`src/rtl/store_monitor_pkg.sv`:
```
`default_nettype none
// ============================================================================
// Module      : store_monitor_pkg
// Description : Shared state encoding and default match/timeout settings for
//               the store monitor.
// Revision    : 1.0 - initial release
// ============================================================================
package store_monitor_pkg;

  // The encoding is visible on the state output, so keep the values fixed.
  typedef enum logic [2:0] {
    ST_IDLE = 3'd0,
    ST_RUN  = 3'd1,
    ST_PASS = 3'd2,
    ST_FAIL = 3'd3,
    ST_TOUT = 3'd4
  } state_t;

  localparam logic [31:0] DEF_EXPECT_ADDR    = 32'd100;
  localparam logic [31:0] DEF_EXPECT_DATA    = 32'd7;
  localparam logic [31:0] DEF_ALLOW_ADDR     = 32'd96;
  localparam int          DEF_TIMEOUT_CYCLES = 1000;

endpackage
`default_nettype wire

```
`src/rtl/cycle_timer.sv`:
```
`default_nettype none
// ============================================================================
// Module      : cycle_timer
// Description : 20-bit idle-cycle counter.
//               expired is raised on the cycle whose edge will bring the
//               count to TIMEOUT_CYCLES-1.
// Revision    : 1.0 - initial release
// ============================================================================
module cycle_timer #(
  parameter int TIMEOUT_CYCLES = 1000
) (
  input  logic clk,
  input  logic reset,
  input  logic clear,
  input  logic enable,
  output logic expired
);

  // The count reaches TIMEOUT_CYCLES-1 on the edge where it is incremented
  // away from TIMEOUT_CYCLES-2.
  localparam logic [19:0] LAST_STEP = 20'(TIMEOUT_CYCLES - 2);

  logic [19:0] count;

  // Count enabled cycles; clear or reset takes precedence.
  always_ff @(posedge clk) begin
    if (!reset || clear) begin
      count <= 20'd0;
    end else if (enable) begin
      count <= count + 20'd1;
    end
  end

  assign expired = enable && (count == LAST_STEP);

endmodule
`default_nettype wire

```
`src/rtl/store_monitor.sv`:
```
`default_nettype none
// ============================================================================
// Module      : store_monitor
// Description : Watches processor data-memory stores after being armed and
//               decides PASS (expected store seen), FAIL (unexpected store)
//               or TOUT (no decisive store within the cycle budget).
// Revision    : 1.0 - initial release
// ============================================================================
module store_monitor
  import store_monitor_pkg::*;
#(
  parameter logic [31:0] EXPECT_ADDR    = DEF_EXPECT_ADDR,
  parameter logic [31:0] EXPECT_DATA    = DEF_EXPECT_DATA,
  parameter logic [31:0] ALLOW_ADDR     = DEF_ALLOW_ADDR,
  parameter int          TIMEOUT_CYCLES = DEF_TIMEOUT_CYCLES
) (
  input  logic        clk,
  input  logic        reset,
  input  logic        arm,
  input  logic        MemWrite,
  input  logic [31:0] DataAdr,
  input  logic [31:0] WriteData,
  output logic [2:0]  state,
  output logic        done,
  output logic        pass,
  output logic        fail,
  output logic [7:0]  store_count,
  output logic [31:0] last_addr,
  output logic [31:0] last_data
);

  state_t cur_state;
  state_t nxt_state;
  logic   run_store;
  logic   expired;

  // Only stores made while running are counted or judged.
  assign run_store = MemWrite && (cur_state == ST_RUN);

  // The timer sits at zero outside RUN and advances only on store-free cycles.
  cycle_timer #(
    .TIMEOUT_CYCLES (TIMEOUT_CYCLES)
  ) u_cycle_timer (
    .clk     (clk),
    .reset   (reset),
    .clear   (cur_state == ST_IDLE),
    .enable  ((cur_state == ST_RUN) && !MemWrite),
    .expired (expired)
  );

  // Next-state decision; a store outranks a coincident timeout.
  always_comb begin
    nxt_state = cur_state;
    case (cur_state)
      ST_IDLE: begin
        if (arm) nxt_state = ST_RUN;
      end
      ST_RUN: begin
        if (MemWrite) begin
          if ((DataAdr == EXPECT_ADDR) && (WriteData == EXPECT_DATA)) begin
            nxt_state = ST_PASS;
          end else if (DataAdr == ALLOW_ADDR) begin
            nxt_state = ST_RUN;
          end else begin
            nxt_state = ST_FAIL;
          end
        end else if (expired) begin
          nxt_state = ST_TOUT;
        end
      end
      default: nxt_state = cur_state;
    endcase
  end

  // State and flag registers; flags are decoded from the next state so they
  // line up with the state output.
  always_ff @(posedge clk) begin
    if (!reset) begin
      cur_state <= ST_IDLE;
      done      <= 1'b0;
      pass      <= 1'b0;
      fail      <= 1'b0;
    end else begin
      cur_state <= nxt_state;
      done      <= (nxt_state == ST_PASS) || (nxt_state == ST_FAIL) ||
                   (nxt_state == ST_TOUT);
      pass      <= (nxt_state == ST_PASS);
      fail      <= (nxt_state == ST_FAIL) || (nxt_state == ST_TOUT);
    end
  end

  // Store history: saturating count and most recent address/data in RUN.
  always_ff @(posedge clk) begin
    if (!reset) begin
      store_count <= 8'd0;
      last_addr   <= 32'd0;
      last_data   <= 32'd0;
    end else if (run_store) begin
      if (store_count != 8'hFF) store_count <= store_count + 8'd1;
      last_addr <= DataAdr;
      last_data <= WriteData;
    end
  end

  assign state = cur_state;

endmodule
`default_nettype wire

```
`config.mk`:
```
export PLATFORM = sky130hd
export DESIGN_NAME = store_monitor
export DESIGN_NICKNAME = d
export VERILOG_FILES = /design/src/rtl/store_monitor_pkg.sv /design/src/rtl/cycle_timer.sv /design/src/rtl/store_monitor.sv
export SDC_FILE = /design/constraint.sdc
export NUM_CORES = 1
export LEC_CHECK = 0
export BUFFER_PORTS_ARGS = -buffer_cell sky130_fd_sc_hd__buf_2
export CORE_ASPECT_RATIO = 0.75
export CORE_MARGIN = 2
export CORE_UTILIZATION = 30
export DETAILED_ROUTE_END_ITERATION = 6
export PLACE_DENSITY = 0.54
export SKIP_CTS_REPAIR_TIMING = 1
export SYNTH_ARGS = -nofsm -noshare
export SYNTH_HDL_FRONTEND = slang
export SYNTH_SLANG_ARGS = --single-unit
```
`constraint.sdc`:
```
create_clock -name clk -period 3.65 [get_ports clk]
set_clock_uncertainty 0.2 [all_clocks]
set_input_delay 1.095 -clock clk [delete_from_list [all_inputs] [get_ports clk]]
set_output_delay 1.095 -clock clk [all_outputs]
set_load 0.02 [all_outputs]
```
# Word-level counts from Yosys, hierarchy flattened
# Index checks and enable logic that the tools add are counted.
word_totals:
  reg_bits: 98
  inputBits: 68
  word_cells: 37
classes:
  eq_ne: 9
  muxes: 6
  n_reduce_logical: 12
  addsub: 2
op_table:
  columns: ["op", "n"]
  rows:
  - ["32-bit by 7-bit equality test with 1-bit output, second input constant", 2]
  - ["32-bit by 3-bit equality test with 1-bit output, second input constant", 1]
  - ["20-bit by 1-bit adder with 20-bit output, second input constant", 1]
  - ["20-bit by 10-bit equality test with 1-bit output, second input constant", 1]
  - ["3-bit two-way mux", 3]
  - ["8-bit by 1-bit adder with 8-bit output, second input constant", 1]
  - ["8-bit inequality test, second input constant", 1]
  - ["3-bit by 2-bit equality test with 1-bit output, second input constant", 2]
  - ["3-bit case mux with 2 select lines", 1]
  - ["1-bit logical AND", 4]
  - ["1-bit logical OR", 4]
  - ["2-bit two-way mux", 2]
  - ["3-bit by 1-bit equality test with 1-bit output, second input constant", 1]
  - ["3-bit equality test, second input constant", 1]
  - ["3-bit logical NOT", 1]
  - ["1-bit logical NOT", 2]
  - ["2-bit AND reduction", 1]

# Logic depth before layout (Yosys ltp)
# Gate-level depths: netlist of run 1.
depth:
  word_depth: 9
  ltp_mapped: 6
  mapped_depth_nobuf: 6

# Modules after synthesis
# From an unflattened synthesis of run 1, not the netlist that was laid out.
hier_totals:
  cells_unflattened: 487
  area_unflattened_um2: 4147.7
modules_own_cells:
  columns: ["module", "n_inst", "seq_area_each_um2", "cells_per_inst", "area_each_um2"]
  rows:
  - ["store_monitor", 1, 1561.5, 371, 3166.8]
  - ["cycle_timer", 1, 400.4, 116, 980.9]

# Worst setup path after synthesis of run 1
# Ideal clock, no wire load.
synth_timing:
  kind: "input port to flip-flop"
  startpoint: "input port MemWrite"
  endpoint: "register u_cycle_timer.count[16]"
  setup_slack_ns: 0.954
  path_buffers: 1
  cell_stages: 6
  arrival_time_ns: 2.427
  cell_sequence: "nor4b_4 -> and3_1 -> buf_6 -> nand3_4 -> or4_1 -> a21oi_1"
synth_between:
  elab_chain_cells: 2
synth_lines:
  columns: ["item", "line", "source"]
  rows:
  - ["start: declaration", "store_monitor.sv:20", "input logic MemWrite,"]
  - ["1-bit logical NOT", "store_monitor.sv:47", ".enable ((cur_state == ST_RUN) && !MemWrite),"]
  - ["1-bit logical AND", "store_monitor.sv:47", null]
  - ["end signal: assignment", "cycle_timer.sv:30", "count <= count + 20'd1;"]
  - ["end: declaration", "cycle_timer.sv:23", "logic [19:0] count;"]
# Every way passes these cells.
# A chain may end at the register's enable or synchronous reset.

# Worst setup path after layout of run 1
layout_timing:
  startpoint: "input port MemWrite"
  endpoint: "register u_cycle_timer.count[19]"
# The elaborated chain is that of the path after synthesis.

==> run_results.csv, run 1 <==
group,metric,value,unit
clocking,clock-sinks,98,
timing,hold_viol_final,0,
critical_path,critical_path_arrival,2.78,ns
die,die_height,104,um
placement,globalplace.congestion,0.796,
layout,fin_util,40.3,%
synth,netlist_area,0.00403,mm2
pwr,power_density,466,mW/mm2
drt,drtPass1Iterations,4,
drt,num_vias,3652,
global_routing,grt_max_degree,64,
die,core_area,0.0131,mm2
global_routing,grt.overflow.total,0,
timing,tns,0,ns
layout,area_delta_synth_final,30.6,%
synth,synth.distinct_cells,39,
synth,ys_seq_area_share,48.7,%
critical_path,cp_max_fo,12,
timing,finalSetupViolCount,0,
die,io_pins,146,
global_routing,grt.total_usage,15.2,%
clocking,clock_path_buffers,2,
critical_path,rr_worst_depth,5,
run,maxCapViolCount,0,
critical_path,worstSetupPathType,"in2reg",
global_routing,grt_pass1_wl,17.8,mm
layout,nets,681,
timing,period_share,75.6,%
clocking,clk_latency,0.33,ns
die,dieArea,0.0144,mm2
clocking,clk_pin_slew,0.07,ns
pwr,p_leak,2.15,nW
timing,worstMarginPinSlew,0.587,ns
layout,mostFrequentLayoutCells,"145 x buf_2, 143 x nand2_1, 98 x dfxtp_1",
critical_path,cp-start-kind,"input port",
drt,viasPerCell,4.65,
placement,pre_cts_slack,0.495,ns
synth,ys_ff_latch,98,
timing,worst_slack,0.892,ns
die,row_count,36,
drt,drc,0,
synth,postSynthAreaPerCell,8.51,um2
drt,drt_iter0_drc,159,
layout,drive_gt1_share,28.1,%
critical_path,critPathCaptureType,"flip-flop",
die,start_util,30.9,%
placement,hpwl,8.19,mm
layout,n_antenna_cell,0,
global_routing,grt_pass1_vias,3477,
clocking,h-tree-depth,3,
pwr,ir_drop,325,uV
clocking,root_buffer,"clkbuf_16",
drt,wl_per_cell,14.1,um
critical_path,cp.required,3.67,ns
global_routing,grt_antenna_before_repair,0,
timing,slew_violations,0,
worst_hold_path,hold_path_depth,2,
worst_hold_path,hp-class,"reg2reg",
placement,port_buffers,145,
timing,clock.fmax,363,MHz
drt,final_antenna_net_count,0,
synth,synth-edff-count,0,
layout,final_common_cell,"buf_2",
synth,async_flop_share,0,%
timing,rsz0062_at_grt,"no",
synth,syn-num-nets,545,
synth,synthFlopType,"dfxtp_1",
synth,postSynthCellCount,474,
drt,wirelength,11.1,mm
timing,timing.final.crit_period,2.76,ns
die,die_w,138,um
run_status,outcome,"completed",
clocking,cts_tree,"done",
timing,slew_headroom,60.5,%
synth,synth_warnings,0,
clocking,cts_buffers,9,
[cells in the mapped netlist (2+ instances only)]
cell	n	area share, %
o31ai_1	3	0.56
and2_1	9	1.4
xor2_1	11	2.4
nor4_1	16	2.5
buf_1	4	0.37
nand4_1	13	2.0
nor3_1	8	0.99
nand2_1	143	13
nor4bb_1	3	0.74
or4_1	2	0.37
clkbuf_1	18	1.7
inv_1	2	0.19
dfxtp_1	98	49
o21ai_0	7	0.87
or3_1	4	0.62
ha_1	3	0.93
a21boi_0	66	12
nand3_1	8	0.99
xnor2_1	9	2.0
a21oi_1	6	0.74
and3_2	2	0.37
nor2_1	22	2.0
[path summary, 6_finish.rpt]
kind | to | from | slack, ns
worst max register to register | u_cycle_timer.count[19]$_SDFFE_PP0P_ | state[0]$_SDFF_PN0_ | 1.32
worst min-delay path | last_addr[3]$_SDFFE_PN0P_ | last_addr[3]$_SDFFE_PN0P_ | 0.26
worst max-delay path | u_cycle_timer.count[19]$_SDFFE_PP0P_ | MemWrite | 0.89
worst min register to register | last_addr[3]$_SDFFE_PN0P_ | last_addr[3]$_SDFFE_PN0P_ | 0.26
[state kept, by name, indices dropped and copies added (netlist names)]
| name | flops |
|---|---|
| last_data | 32 |
| u_cycle_timer.count | 20 |
| pass | 1 |
| fail | 1 |
| state | 3 |
| last_addr | 32 |
| store_count | 8 |
| done | 1 |
[area by class of cell]
class	count	area (um2)
fill	1361	7790
multi-input combinational	349	1970
sequential	98	1960
timing repair buffer	150	776
clock buffer	10	229
tap	171	214
clock inverter	6	113
inverter	2	7.51
[cell families after synthesis]
group                    synth area share (%)
adder cells (fa/ha/maj)                 0.931
XOR/XNOR                                 4.34
buffers and inverters                    2.82
flip-flops                               48.7
AO/OA/AOI/OAI                            15.7
AND/OR/NAND/NOR                          27.3
multiplexers                            0.248
[per-layer routing]
layer  track usage [%]  wire, um
met5                 0         0
met4              3.43        70
met2              23.3      4820
met3              3.90       674
met1              21.5      5550
[critical path, stage by stage]
cell	delay [ns]
buf_2	0.14
nor4b_4	0.40
nand4_1	0.47
nor4_1	0.45
xnor2_1	0.17
nor2_1	0.05
[stage by stage]
step / hold WS [ns] / total power [mW] / std cells / cell area [um2]
final: 0.261 / 2.45 / 786 / 5270
after global routing: 0.282 / 2.56 / 786 / 5270
after CTS: 0.264 / 2.49 / 786 / 5270
after detailed placement: 0.255 / 1.40 / 770 / 4930
after global placement: 0.249 / 1.40 / 770 / 4930
after floorplan: 0.253 / 1.28 / 474 / 4030
[power breakdown]
part / total, mW / internal [mW] / switching [mW]
clock network: 1.08 / 0.674 / 0.408
logic: 0.248 / 0.0930 / 0.155
registers: 1.12 / 1.10 / 0.0202
(Power assumes the default switching activity.)
==> run 2: changes to the inputs <==
Settings changed: ABC_AREA from default to 1, PLACE_DENSITY 0.54 to 0.55.
Clock period 3.65 ns to 2.45 ns, I/O delays scaled along.
==> run 2 against run 1 <==
  * Global-route usage up 0.19 points
  * Highest routed layer unchanged
  * Design area is 3.1% higher
  * Via count is 13% higher
  * Register-to-register slack worse by 0.75 ns
  * Core utilization decreased by 0.68 points
  * Area after synthesis up 4.6%
  * Non-clock buffer count did not move
  * Largest power group unchanged
  * Critical path depth decreased by 5
  * Cell count increased by 17%
==> run_results.csv, run 2 <==
group,metric,value,unit
clocking,h-tree-depth,3,
die,die_height,107,um
timing,hold_ws,0.288,ns
synth,synthFlopType,"dfxtp_1",
drt,final_antenna_net_count,0,
timing,clock.fmax,505,MHz
drt,viasPerCell,4.51,
worst_hold_path,hp-class,"reg2reg",
die,io_pins,146,
placement,hpwl,8.60,mm
synth,synth_warnings,0,
die,core_area,0.0137,mm2
drt,wirelength,11.6,mm
pwr,ir_drop,350,uV
layout,largest_registers,"last_addr: 32 flops, last_data: 32 flops, u_cycle_timer.count: 20 flops",
critical_path,cp_num_cells,1,
run_status,outcome,"completed",
clocking,clock_path_buffers,2,
die,die_w,141,um
layout,n_antenna_cell,0,
critical_path,cp_max_fo,5,
die,row_count,37,
synth,ys_seq_area_share,46.5,%
pwr,p_comb_share,13.0,%
clocking,root_buffer,"clkbuf_16",
pwr,switchingPower,1.01,mW
drt,drt_iter0_drc,189,
drt,drtPass1Iterations,4,
drt,wl_per_cell,12.6,um
worst_hold_path,hold_path_depth,2,
synth,yosysMostFrequentCell,"nor2_1",
placement,pre_cts_slack,0.213,ns
synth,async_flop_share,0,%
clocking,cts_tree,"done",
timing,timing.final.crit_period,1.98,ns
layout,area_delta_synth_final,28.8,%
run,maxCapViolCount,0,
synth,netlist_area,0.00422,mm2
timing,tns,0,ns
drt,num_vias,4140,
pwr,clkPwrFrac,39.2,%
placement,globalplace.congestion,0.876,
critical_path,critPathSlowestCell,"dfxtp_1",
global_routing,grt_pass1_wl,18.8,mm
synth,synth-edff-count,0,
timing,slew_violations,0,
synth,postSynthCellCount,598,
pwr,power,3.58,mW
critical_path,cp.required,1.51,ns
critical_path,crit_buf_inv,1,
clocking,clk_pin_slew,0.07,ns
synth,postSynthAreaPerCell,7.05,um2
layout,nFillCells,1454,
timing,worstMarginPinSlew,0.613,ns
global_routing,grt_max_degree,71,
synth,synthTopCellsByArea,"dfxtp_1 47%, nor2_1 18%, o21ai_0 8.3%",
layout,nets,809,
global_routing,grt.overflow.total,0,
critical_path,crit_family,"flip-flops",
timing,period_share,80.9,%
pwr,power_switching_share,28.2,%
synth,yosysTopAreaCell,"dfxtp_1",
global_routing,grt_antenna_before_repair,0,
timing,rsz0062_at_grt,"no",
global_routing,grt_pass1_vias,3887,
pwr,p_leak,2.60,nW
placement,port_buffers,145,
critical_path,rr_worst_depth,10,
pwr,power_density,659,mW/mm2
drt,drc,0,
die,start_util,30.8,%
critical_path,crit_chain,"buf_2",
pwr,seq_power_share,47.9,%
synth,ys_ff_latch,98,
timing,hold_viol_final,0,
clocking,cts_buffers,9,
critical_path,worst_path_largest_cell_delay,0.48,ns
critical_path,worstSetupPathType,"reg2out",
die,dieArea,0.0150,mm2
layout,drive_gt1_share,25.4,%
synth,synth.top_cell.area_share,46.5,%
timing,finalSetupViolCount,0,
pwr,p_int,2.57,mW
timing,slew_headroom,59.2,%
synth,synth.distinct_cells,30,
synth,syn-num-nets,669,
synth,synth_common_cells,"198 x nor2_1, 98 x dfxtp_1, 85 x nand2_1, 70 x o21ai_0, 36 x inv_1",
layout,mostFrequentLayoutCells,"198 x nor2_1, 145 x buf_2, 98 x dfxtp_1",
global_routing,grt.total_usage,15.4,%
clocking,clock-sinks,98,
critical_path,critical_path_arrival,1.05,ns
layout,final_common_cell,"nor2_1",
critical_path,cp-start-kind,"flip-flop",
timing,worst_slack,0.469,ns
critical_path,critPathCaptureType,"output pin",
clocking,clk_latency,0.34,ns
## run 2: area by class of cell
class | instances | area, um2 | share of cell area, %
clock buffers | 10 | 239 | 4.40
clock inverters | 6 | 57.6 | 1.06
inverters | 42 | 163 | 2.99
multi-input cells | 437 | 2000 | 36.9
flip-flops and latches | 98 | 1960 | 36.1
well taps | 175 | 219 | 4.03
repair buffers | 150 | 788 | 14.5
## run 2: final timing paths
kind                                                            from                                    to  slack, ns
worst max-delay path                             state[0]$_SDFF_PN0_                              state[0]       0.47
worst min-delay path            u_cycle_timer.count[19]$_SDFFE_PP0P_  u_cycle_timer.count[19]$_SDFFE_PP0P_       0.29
worst max register to register                   state[2]$_SDFF_PN0_                       done$_SDFF_PN0_       0.57
worst min register to register  u_cycle_timer.count[19]$_SDFFE_PP0P_  u_cycle_timer.count[19]$_SDFFE_PP0P_       0.29
## run 2: layer usage
layer  global-route usage [%]  wire (um)  up-vias
li1                         -          -     2172
met3                     4.69        739       19
met1                     20.7       5700     1848
met2                     23.9       4930      101
met5                        0          0        -
met4                     4.93        217        0
## run 2: logic make-up (layout without fill, tap and decap cells)
group | Yosys count | count (layout) | synth area share [%]
xor gates and xnor gates | 8 | 8 | 1.66
and+or+nand+nor | 326 | 326 | 32.8
adders and majority gates | 3 | 3 | 0.890
AOI/OAI and AO/OA | 100 | 100 | 12.2
buffers and inverters | 63 | 208 | 5.93
DFF | 98 | 98 | 46.5
## run 2: stage by stage
| step | instances | util (%) | cell area (um2) |
|---|---|---|---|
| 6_report | 918 | 39.6 | 5430 |
| 5_1_grt | 918 | 39.6 | 5430 |
| 4_1_cts | 918 | 39.6 | 5430 |
| 3_5_place_dp | 902 | 37.5 | 5140 |
| 3_3_place_gp | 902 | 37.5 | 5140 |
| 2_1_floorplan | 598 | - | 4220 |
## run 2: power by group through the flow
stage | combinational [mW] | sequential, mW | clock [mW]
after floorplan | 0.166 | 1.85 | 0
after global placement | 0.465 | 1.75 | 0
after detailed placement | 0.469 | 1.75 | 0
after CTS | 0.469 | 1.71 | 1.44
after global routing | 0.514 | 1.72 | 1.51
final | 0.465 | 1.71 | 1.40
